===== src/rtl/imem_loader.sv =====
// imem_loader: receives a big-endian, length-prefixed program image over a
// valid/ready byte stream and writes it into instruction memory one 32-bit word
// at a time. The CPU is held in reset for the whole load. Stalls in any
// byte-waiting state are bounded by an idle timeout.
// Optional feature: define IMEM_LOADER_CHECKSUM_EN to require one trailing
// checksum byte (XOR of all word bytes) before the load is reported as done.
// The 16-bit length field limits useful ADDR_W to 16 or less.
module imem_loader #(
    parameter int ADDR_W         = 12,
    parameter int TIMEOUT_CYCLES = 1000000
) (
    input  logic              clock,
    input  logic              reset,
    input  logic              load_start,
    input  logic              byte_valid,
    input  logic [7:0]        byte_data,
    output logic              byte_ready,
    output logic              imem_wren,
    output logic [ADDR_W-1:0] imem_waddr,
    output logic [31:0]       imem_wdata,
    output logic              cpu_hold,
    output logic              load_done,
    output logic              load_error
);

    localparam int                TW        = $clog2(TIMEOUT_CYCLES + 1);
    localparam logic [TW-1:0]     IDLE_LAST = TW'(TIMEOUT_CYCLES - 1);
    localparam logic [TW-1:0]     IDLE_ONE  = TW'(1);
    localparam logic [31:0]       MAX_N     = 32'd1 << ADDR_W;
    localparam logic [ADDR_W:0]   IDX_ONE   = {{ADDR_W{1'b0}}, 1'b1};

    typedef enum logic [2:0] {
        S_IDLE,
        S_LEN_HI,
        S_LEN_LO,
        S_DATA,
        S_WRITE,
`ifdef IMEM_LOADER_CHECKSUM_EN
        S_CHECK,
`endif
        S_DONE,
        S_ERROR
    } state_t;

    state_t              state_q;
    logic [7:0]          len_hi_q;
    logic [ADDR_W:0]     n_q;         // word count of the current load
    logic [ADDR_W:0]     idx_q;       // one bit wider than the address: N=2^ADDR_W never wraps
    logic [1:0]          byte_cnt_q;  // bytes already collected for the current word
    logic [23:0]         asm_q;       // first three bytes of the word being assembled
    logic [TW-1:0]       idle_q;      // clocks since last accepted byte or state entry
`ifdef IMEM_LOADER_CHECKSUM_EN
    logic [7:0]          xor_q;       // running XOR of all word bytes
`endif

    logic                byte_ready_q;
    logic                wren_q;
    logic [ADDR_W-1:0]   waddr_q;
    logic [31:0]         wdata_q;
    logic                hold_q;
    logic                done_q;
    logic                error_q;

    logic                accept;
    logic [31:0]         len_w;
    logic                len_bad;
    logic [ADDR_W:0]     idx_d;
    logic [31:0]         word_d;
    logic                timeout;

    assign accept  = byte_valid & byte_ready_q;
    assign len_w   = {16'd0, len_hi_q, byte_data};
    assign len_bad = (len_w == 32'd0) || (len_w > MAX_N);
    assign idx_d   = idx_q + IDX_ONE;
    assign word_d  = {asm_q, byte_data};
    assign timeout = (idle_q == IDLE_LAST);

    // Load sequencer: state, counters and all registered outputs.
    always_ff @(posedge clock or negedge reset) begin
        if (!reset) begin
            state_q      <= S_IDLE;
            len_hi_q     <= '0;
            n_q          <= '0;
            idx_q        <= '0;
            byte_cnt_q   <= '0;
            asm_q        <= '0;
            idle_q       <= '0;
`ifdef IMEM_LOADER_CHECKSUM_EN
            xor_q        <= '0;
`endif
            byte_ready_q <= 1'b0;
            wren_q       <= 1'b0;
            waddr_q      <= '0;
            wdata_q      <= '0;
            hold_q       <= 1'b0;
            done_q       <= 1'b0;
            error_q      <= 1'b0;
        end else begin
            case (state_q)
                // Only IDLE and ERROR honour load_start; cpu_hold is raised on the same edge.
                S_IDLE, S_ERROR: begin
                    if (load_start) begin
                        state_q      <= S_LEN_HI;
                        byte_ready_q <= 1'b1;
                        hold_q       <= 1'b1;
                        error_q      <= 1'b0;
                        idx_q        <= '0;
                        byte_cnt_q   <= '0;
                        idle_q       <= '0;
`ifdef IMEM_LOADER_CHECKSUM_EN
                        xor_q        <= '0;
`endif
                    end
                end

                S_LEN_HI: begin
                    if (accept) begin
                        len_hi_q <= byte_data;
                        state_q  <= S_LEN_LO;
                        idle_q   <= '0;
                    end else if (timeout) begin
                        state_q      <= S_ERROR;
                        byte_ready_q <= 1'b0;
                        error_q      <= 1'b1;
                    end else begin
                        idle_q <= idle_q + IDLE_ONE;
                    end
                end

                S_LEN_LO: begin
                    if (accept) begin
                        idle_q <= '0;
                        if (len_bad) begin
                            state_q      <= S_ERROR;
                            byte_ready_q <= 1'b0;
                            error_q      <= 1'b1;
                        end else begin
                            n_q        <= len_w[ADDR_W:0];
                            byte_cnt_q <= '0;
                            state_q    <= S_DATA;
                        end
                    end else if (timeout) begin
                        state_q      <= S_ERROR;
                        byte_ready_q <= 1'b0;
                        error_q      <= 1'b1;
                    end else begin
                        idle_q <= idle_q + IDLE_ONE;
                    end
                end

                // The fourth byte completes the word and presents it for exactly one WRITE cycle.
                S_DATA: begin
                    if (accept) begin
                        asm_q      <= word_d[23:0];
                        byte_cnt_q <= byte_cnt_q + 2'd1;
                        idle_q     <= '0;
`ifdef IMEM_LOADER_CHECKSUM_EN
                        xor_q      <= xor_q ^ byte_data;
`endif
                        if (byte_cnt_q == 2'd3) begin
                            state_q      <= S_WRITE;
                            byte_ready_q <= 1'b0;
                            wren_q       <= 1'b1;
                            waddr_q      <= idx_q[ADDR_W-1:0];
                            wdata_q      <= word_d;
                        end
                    end else if (timeout) begin
                        state_q      <= S_ERROR;
                        byte_ready_q <= 1'b0;
                        error_q      <= 1'b1;
                    end else begin
                        idle_q <= idle_q + IDLE_ONE;
                    end
                end

                S_WRITE: begin
                    wren_q <= 1'b0;
                    idx_q  <= idx_d;
                    idle_q <= '0;
                    if (idx_d == n_q) begin
`ifdef IMEM_LOADER_CHECKSUM_EN
                        state_q      <= S_CHECK;
                        byte_ready_q <= 1'b1;
`else
                        state_q      <= S_DONE;
                        done_q       <= 1'b1;
`endif
                    end else begin
                        state_q      <= S_DATA;
                        byte_ready_q <= 1'b1;
                    end
                end

`ifdef IMEM_LOADER_CHECKSUM_EN
                S_CHECK: begin
                    if (accept) begin
                        byte_ready_q <= 1'b0;
                        idle_q       <= '0;
                        if (byte_data == xor_q) begin
                            state_q <= S_DONE;
                            done_q  <= 1'b1;
                        end else begin
                            state_q <= S_ERROR;
                            error_q <= 1'b1;
                        end
                    end else if (timeout) begin
                        state_q      <= S_ERROR;
                        byte_ready_q <= 1'b0;
                        error_q      <= 1'b1;
                    end else begin
                        idle_q <= idle_q + IDLE_ONE;
                    end
                end
`endif

                // CPU is released on the edge that leaves DONE.
                S_DONE: begin
                    done_q  <= 1'b0;
                    hold_q  <= 1'b0;
                    state_q <= S_IDLE;
                end

                default: begin
                    state_q      <= S_IDLE;
                    byte_ready_q <= 1'b0;
                    wren_q       <= 1'b0;
                    done_q       <= 1'b0;
                    hold_q       <= 1'b0;
                end
            endcase
        end
    end

    assign byte_ready = byte_ready_q;
    assign imem_wren  = wren_q;
    assign imem_waddr = waddr_q;
    assign imem_wdata = wdata_q;
    assign cpu_hold   = hold_q;
    assign load_done  = done_q;
    assign load_error = error_q;

endmodule


===== config.mk =====
export PLATFORM = sky130hd
export DESIGN_NAME = imem_loader
export DESIGN_NICKNAME = d
export VERILOG_FILES = /design/src/rtl/imem_loader.sv
export SDC_FILE = /design/constraint.sdc
export NUM_CORES = 1
export LEC_CHECK = 0
export BUFFER_PORTS_ARGS = -buffer_cell sky130_fd_sc_hd__buf_2
export CAP_MARGIN = 20
export CELL_PAD_IN_SITES_DETAIL_PLACEMENT = 1
export CELL_PAD_IN_SITES_GLOBAL_PLACEMENT = 1
export CORE_MARGIN = 2
export CORE_UTILIZATION = 51
export DETAILED_ROUTE_END_ITERATION = 10
export GPL_ROUTABILITY_DRIVEN = 0
export PLACE_DENSITY_LB_ADDON = 0.1
export SLEW_MARGIN = 40
export SYNTH_ARGS = -nofsm -noshare
export SYNTH_HDL_FRONTEND = slang
export SYNTH_SLANG_ARGS = --single-unit
export TNS_END_PERCENT = 100

===== constraint.sdc =====
create_clock -name clock -period 5.8 [get_ports clock]
set_clock_uncertainty 0.15 [all_clocks]
set_input_delay 0.87 -clock clock [delete_from_list [all_inputs] [get_ports clock]]
set_output_delay 0.87 -clock clock [all_outputs]
set_load 0.02 [all_outputs]

### Word-level counts from Yosys, hierarchy flattened

Cells that the tools add are included.

| storage, ports and cells | value |
|---|---|
| logic and storage cells | 112 |
| register bits | 132 |
| bits of input ports | 12 |
| output and inout port bits | 49 |
| memories kept | 0 |
| RAM bits | 0 |
| ROM bits | 0 |
| latch bits | 0 |

| operators by class | value |
|---|---|
| shift-type cells | 0 |
| equality and inequality tests | 21 |
| reductions and logical operators | 26 |
| add/sub/neg operators | 3 |
| order comparisons | 1 |
| muxes and demuxes | 41 |
| divide/modulo/power cells | 0 |
| $mul | 0 |
| bitwise gates (word level) | 6 |

Operator list:

| kind | number |
|---|---|
| $mux 20 | 3 |
| $pmux 20 s3 | 1 |
| $logic_not 32->1 | 1 |
| $pmux 13 s2 | 1 |
| $mux 3 | 8 |
| $add 20x1->20 const B | 1 |
| $eq 20x20->1 const B | 1 |
| $ne 2x2->1 const B | 9 |
| $gt 16x13->1 const B | 1 |
| $mux 1 | 16 |
| $pmux 3 s5 | 1 |
| $add 13x1->13 const B | 1 |
| $eq 13x13->1 | 1 |
| $mux 13 | 1 |
| $reduce_and 2->1 | 6 |
| $reduce_and 3->1 | 4 |
| $reduce_or 5->1 | 2 |
| $eq 3x3->1 const B | 3 |
| $ne 3x3->1 const B | 3 |
| $reduce_bool 3->1 | 3 |
| $mux 2 | 4 |
| $eq 3x2->1 const B | 2 |
| $pmux 1 s2 | 3 |
| $pmux 1 s6 | 1 |
| 16 further kinds | 21 |

### Depth between registers and ports, before layout

| logic depth | value |
|---|---|
| depth after elaboration | 5 |
| mapped depth | 8 |
| gate-level depth less buffers | 7 |

### Worst setup path before layout

No wires, ideal clock.

| timing path | value |
|---|---|
| path type | input-to-reg |
| start | input byte_data[1] |
| end | register n_q[5] |
| slack | 2769 ps |
| buffers on the path | 1 |
| data required time | 5525 ps |
| data arrival time | 2757 ps |
| stages on the path | 6 |
| library setup time | 125 ps |
| path through | or4_1 > o31ai_1 > nand4b_1 > nor2_1 > buf_2 > mux2_2 |

| on the way | value |
|---|---|
| cells in the longest elaborated chain, start to end | 4 |
| elaborated cells between the ends (all ways) | 5 |
| classes of those cells | order compare: 1; bitwise: 1; reduce/logical: 3 |

Ends and longest elaborated chain:

| element | RTL line | text |
|---|---|---|
| start: declaration | 16 | `input logic [7:0] byte_data,` |
| $gt 16x13->1 or $logic_not 32->1 (tied branches) | 73 | `assign len_bad = (len_w == 32'd0) \|\| (len_w > MAX_N);` |
| $logic_or 1x1->1 (*) | 73 |  |
| $not 1->1 (no line) (*) | - |  |
| $reduce_and 3->1 (no line) (*) | - |  |
| end signal: assignment | 138 | `n_q <= len_w[ADDR_W:0];` |
| end: declaration | 47 | `logic [ADDR_W:0] n_q;` |

Mark *: on every way between the ends. The rest lies on a longest branch, timed or not.
A chain may end at the register's enable or synchronous reset.

### Worst setup path in the final report

| timing path | value |
|---|---|
| start | input byte_data[6] |
| end | register n_q[2] |

The elaborated chain is that of the path after synthesis.

==> results.cfg <==
[run_status]
status = complete, no violations

[floorplanning]
die_w_um = 116
start_util_pct = 52.8
die_y_um = 116
rows = 40
ioPinCount = 61
coreArea_um2 = 12200
dieArea_um2 = 13500

[global_routing]
grt_pass1_wl_um = 28400
grt_max_degree = 98
grt_pass1_vias = 5023
globalRouteOverflowTotal = 0
antenna_found_initial = 0
grt_use_total_pct = 28.2

[finish]
antenna_cells = 0
fin_util_pct = 60.8
drive_above_1_share_pct = 30.1
synthToLayoutAreaGrowth_pct = 15.1
fillCellCount = 1289
stdcell_count = 799
fin_nets = 636

[routing]
via_per_inst = 6.09
wl_met3_um = 922
dr_total_vias = 4868
wl_met2_um = 8820
wl_um = 17800
wl_met1_um = 7910
drc = 0
top_layer_used = met4
drt_iter0_markers = 278
dr.pass1.iters = 5
postRouteAntennaNets = 0
wl_per_cell_um = 22.3

[synth]
synthArstFlopShare_pct = 100
synth_edf_count = 0
synth_area_per_cell_um2 = 11.3
seq_area_frac_synth_pct = 51.4
synth.distinct_cells = 60
synthesis.area_um2 = 6420
synth_fp_nets = 583
syn_inst = 568
yosysWarningCount = 0
ys.flop_type = dfrtp_1
synth_seq_cells = 132

[sta]
totalNegativeSetupSlack_ns = 0
setup_viol = 0
worst_pin_slew_ns = 0.869
rsz0062_at_grt = no
maxSlewViolCount = 0
maxSlewHeadroom_pct = 41.9
period_share_pct = 54.6
fin_crit_ns = 3.17
timing.fmax_ghz = 0.316
hold_viol = 0

[clock_tree]
path_clk_slew_ns = 0.06
cts_sinks = 132
postCtsSetupRepairBufs = 0
clk_latency_ns = 0.42
cts_tree = yes
cts_buffer_depth = 2
numCtsBuffers = 17
cts_resized = 0
htree_levels = 4
cts_hold_buffers = 0
root_buffer = clkbuf_16

[power_and_ir_drop]
pwr-share-clk_pct = 30.8
sw_frac_of_total_pct = 35.1
p_int_mw = 2.07
peakVddDrop_uv = 312
p_switching_mw = 1.12
seqPwrFrac_pct = 43.4
combPwrFrac_pct = 25.9
p_per_area_nw_per_um2 = 432
p_leak_nw = 3.46

[critical_path]
critPathBufInv = 1
start_kind = input pin
cp.arrival_ns = 3.31
path_cells = buf_2 -> or4_1 -> o31ai_1 -> nand4b_1 -> nor2_2 -> mux2_2
r2r_cells = 7
critPathRequiredTime_ns = 5.94
critical_path.top_delay_family = simple AND/OR/NAND/NOR gates
critical_path_class = in -> reg
worstPathMaxFanout = 15
r2r-start = idx_q[0]
slowest_stage = nor2_2
cpPeakStageDelay_ns = 0.64
r2r_slack_ns = 2.72
cp-end-kind = flop
cp.depth = 6
critPathLaunch = byte_data[6]
r2r-end = state_q[2]

[job]
max_cap_violations = 0

[placement]
io_buffers = 60
dpl.cell_count = 769
dp_hpwl_um = 11400

[worst_hold_path]
hold_path_class = in -> async
-- registers in the layout, summed over array words and instances (netlist names) --
name,flops
load_error,1
cpu_hold,1
load_done,1
idx_q,13
byte_cnt_q,2
imem_wren,1
n_q,13
len_hi_q,8
asm_q,24
imem_wdata,32
byte_ready,1
state_q,3
idle_q,20
imem_waddr,12
-- how the worst max path moves through the flow --
stage,to,slack (ns)
floorplan,n_q[5],2.77
global placement,n_q[5],2.17
detailed placement,n_q[2],2.27
CTS,n_q[2],2.65
global route,n_q[2],2.45
finish,n_q[2],2.63
-- cells in the mapped netlist (all sizes together), types with 8 or more instances --
library cell / instances / area share [%]
dfrtp: 132 / 51
nor4: 12 / 1.5
buf: 9 / 0.86
nand2: 37 / 2.2
xor2: 8 / 1.1
or4: 10 / 1.2
inv: 12 / 0.70
a21oi: 21 / 1.8
o31ai: 8 / 0.94
nand2b: 9 / 0.88
nor2: 31 / 1.8
mux2: 87 / 15
nor3: 8 / 0.62
nand3: 18 / 1.5
o21ai: 38 / 3.0
clkbuf: 22 / 1.3
nand4: 14 / 1.4
xnor2: 11 / 1.5
-- area by class of cell --
class | instances | area [um^2] | area share [%]
clock buffer | 20 | 437 | 5.91
clock inverter | 9 | 86.3 | 1.17
inverter | 12 | 45.0 | 0.609
tap | 168 | 210 | 2.84
multi-input combinational | 393 | 2940 | 39.8
timing repair buffer | 65 | 368 | 4.98
sequential | 132 | 3300 | 44.7
-- logic make-up (layout without fill, tap and decap cells) --
| group | count (synthesis) | after routing | share of synthesized area (%) |
|---|---|---|---|
| simple gates | 169 | 169 | 14.4 |
| flops | 132 | 132 | 51.4 |
| compound gates | 105 | 105 | 10.7 |
| mux | 94 | 94 | 16.3 |
| buf+inv | 43 | 106 | 2.84 |
| xor+xnor | 22 | 22 | 3.64 |
| fa+ha+maj | 3 | 3 | 0.585 |
-- power groups by stage --
stage | Clock, mW | Sequential [mW] | Combinational, mW
2_1_floorplan | 0 | 1.28 | 0.629
3_3_place_gp | 0 | 1.37 | 0.754
3_5_place_dp | 0 | 1.39 | 0.798
4_1_cts | 0.996 | 1.38 | 0.823
5_1_grt | 1.03 | 1.42 | 0.898
6_report | 0.982 | 1.38 | 0.826
-- through the flow --
| stage | hold slack, ns | area [um^2] | setup WS [ns] | power, mW |
|---|---|---|---|---|
| after floorplan | 0.309 | 6420 | 2.77 | 1.91 |
| after global placement | 0.320 | 6830 | 2.17 | 2.12 |
| after detailed placement | 0.338 | 6840 | 2.27 | 2.18 |
| after CTS | 0.356 | 7370 | 2.65 | 3.20 |
| after global routing | 0.125 | 7390 | 2.45 | 3.35 |
| final | 0.128 | 7390 | 2.63 | 3.19 |
-- cells in the final DEF (no fill, tap or decap), drive strengths merged, types with 9 or more instances in the layout --
cell type	instances
a21oi	21
buf	65
clkbuf	20
dfrtp	132
inv	12
mux2	87
nand2	37
nand2b	9
nand3	18
nand4	14
nor2	31
nor4	12
o21ai	38
or4	10
xnor2	11
-- metal layers --
metal	track usage [%]	vias up
met2	45.0	123
met1	38.7	2541
met3	7.63	15
met5	0	-
li1	-	2189
met4	6.90	0
Power figures use the tool's default switching activity.
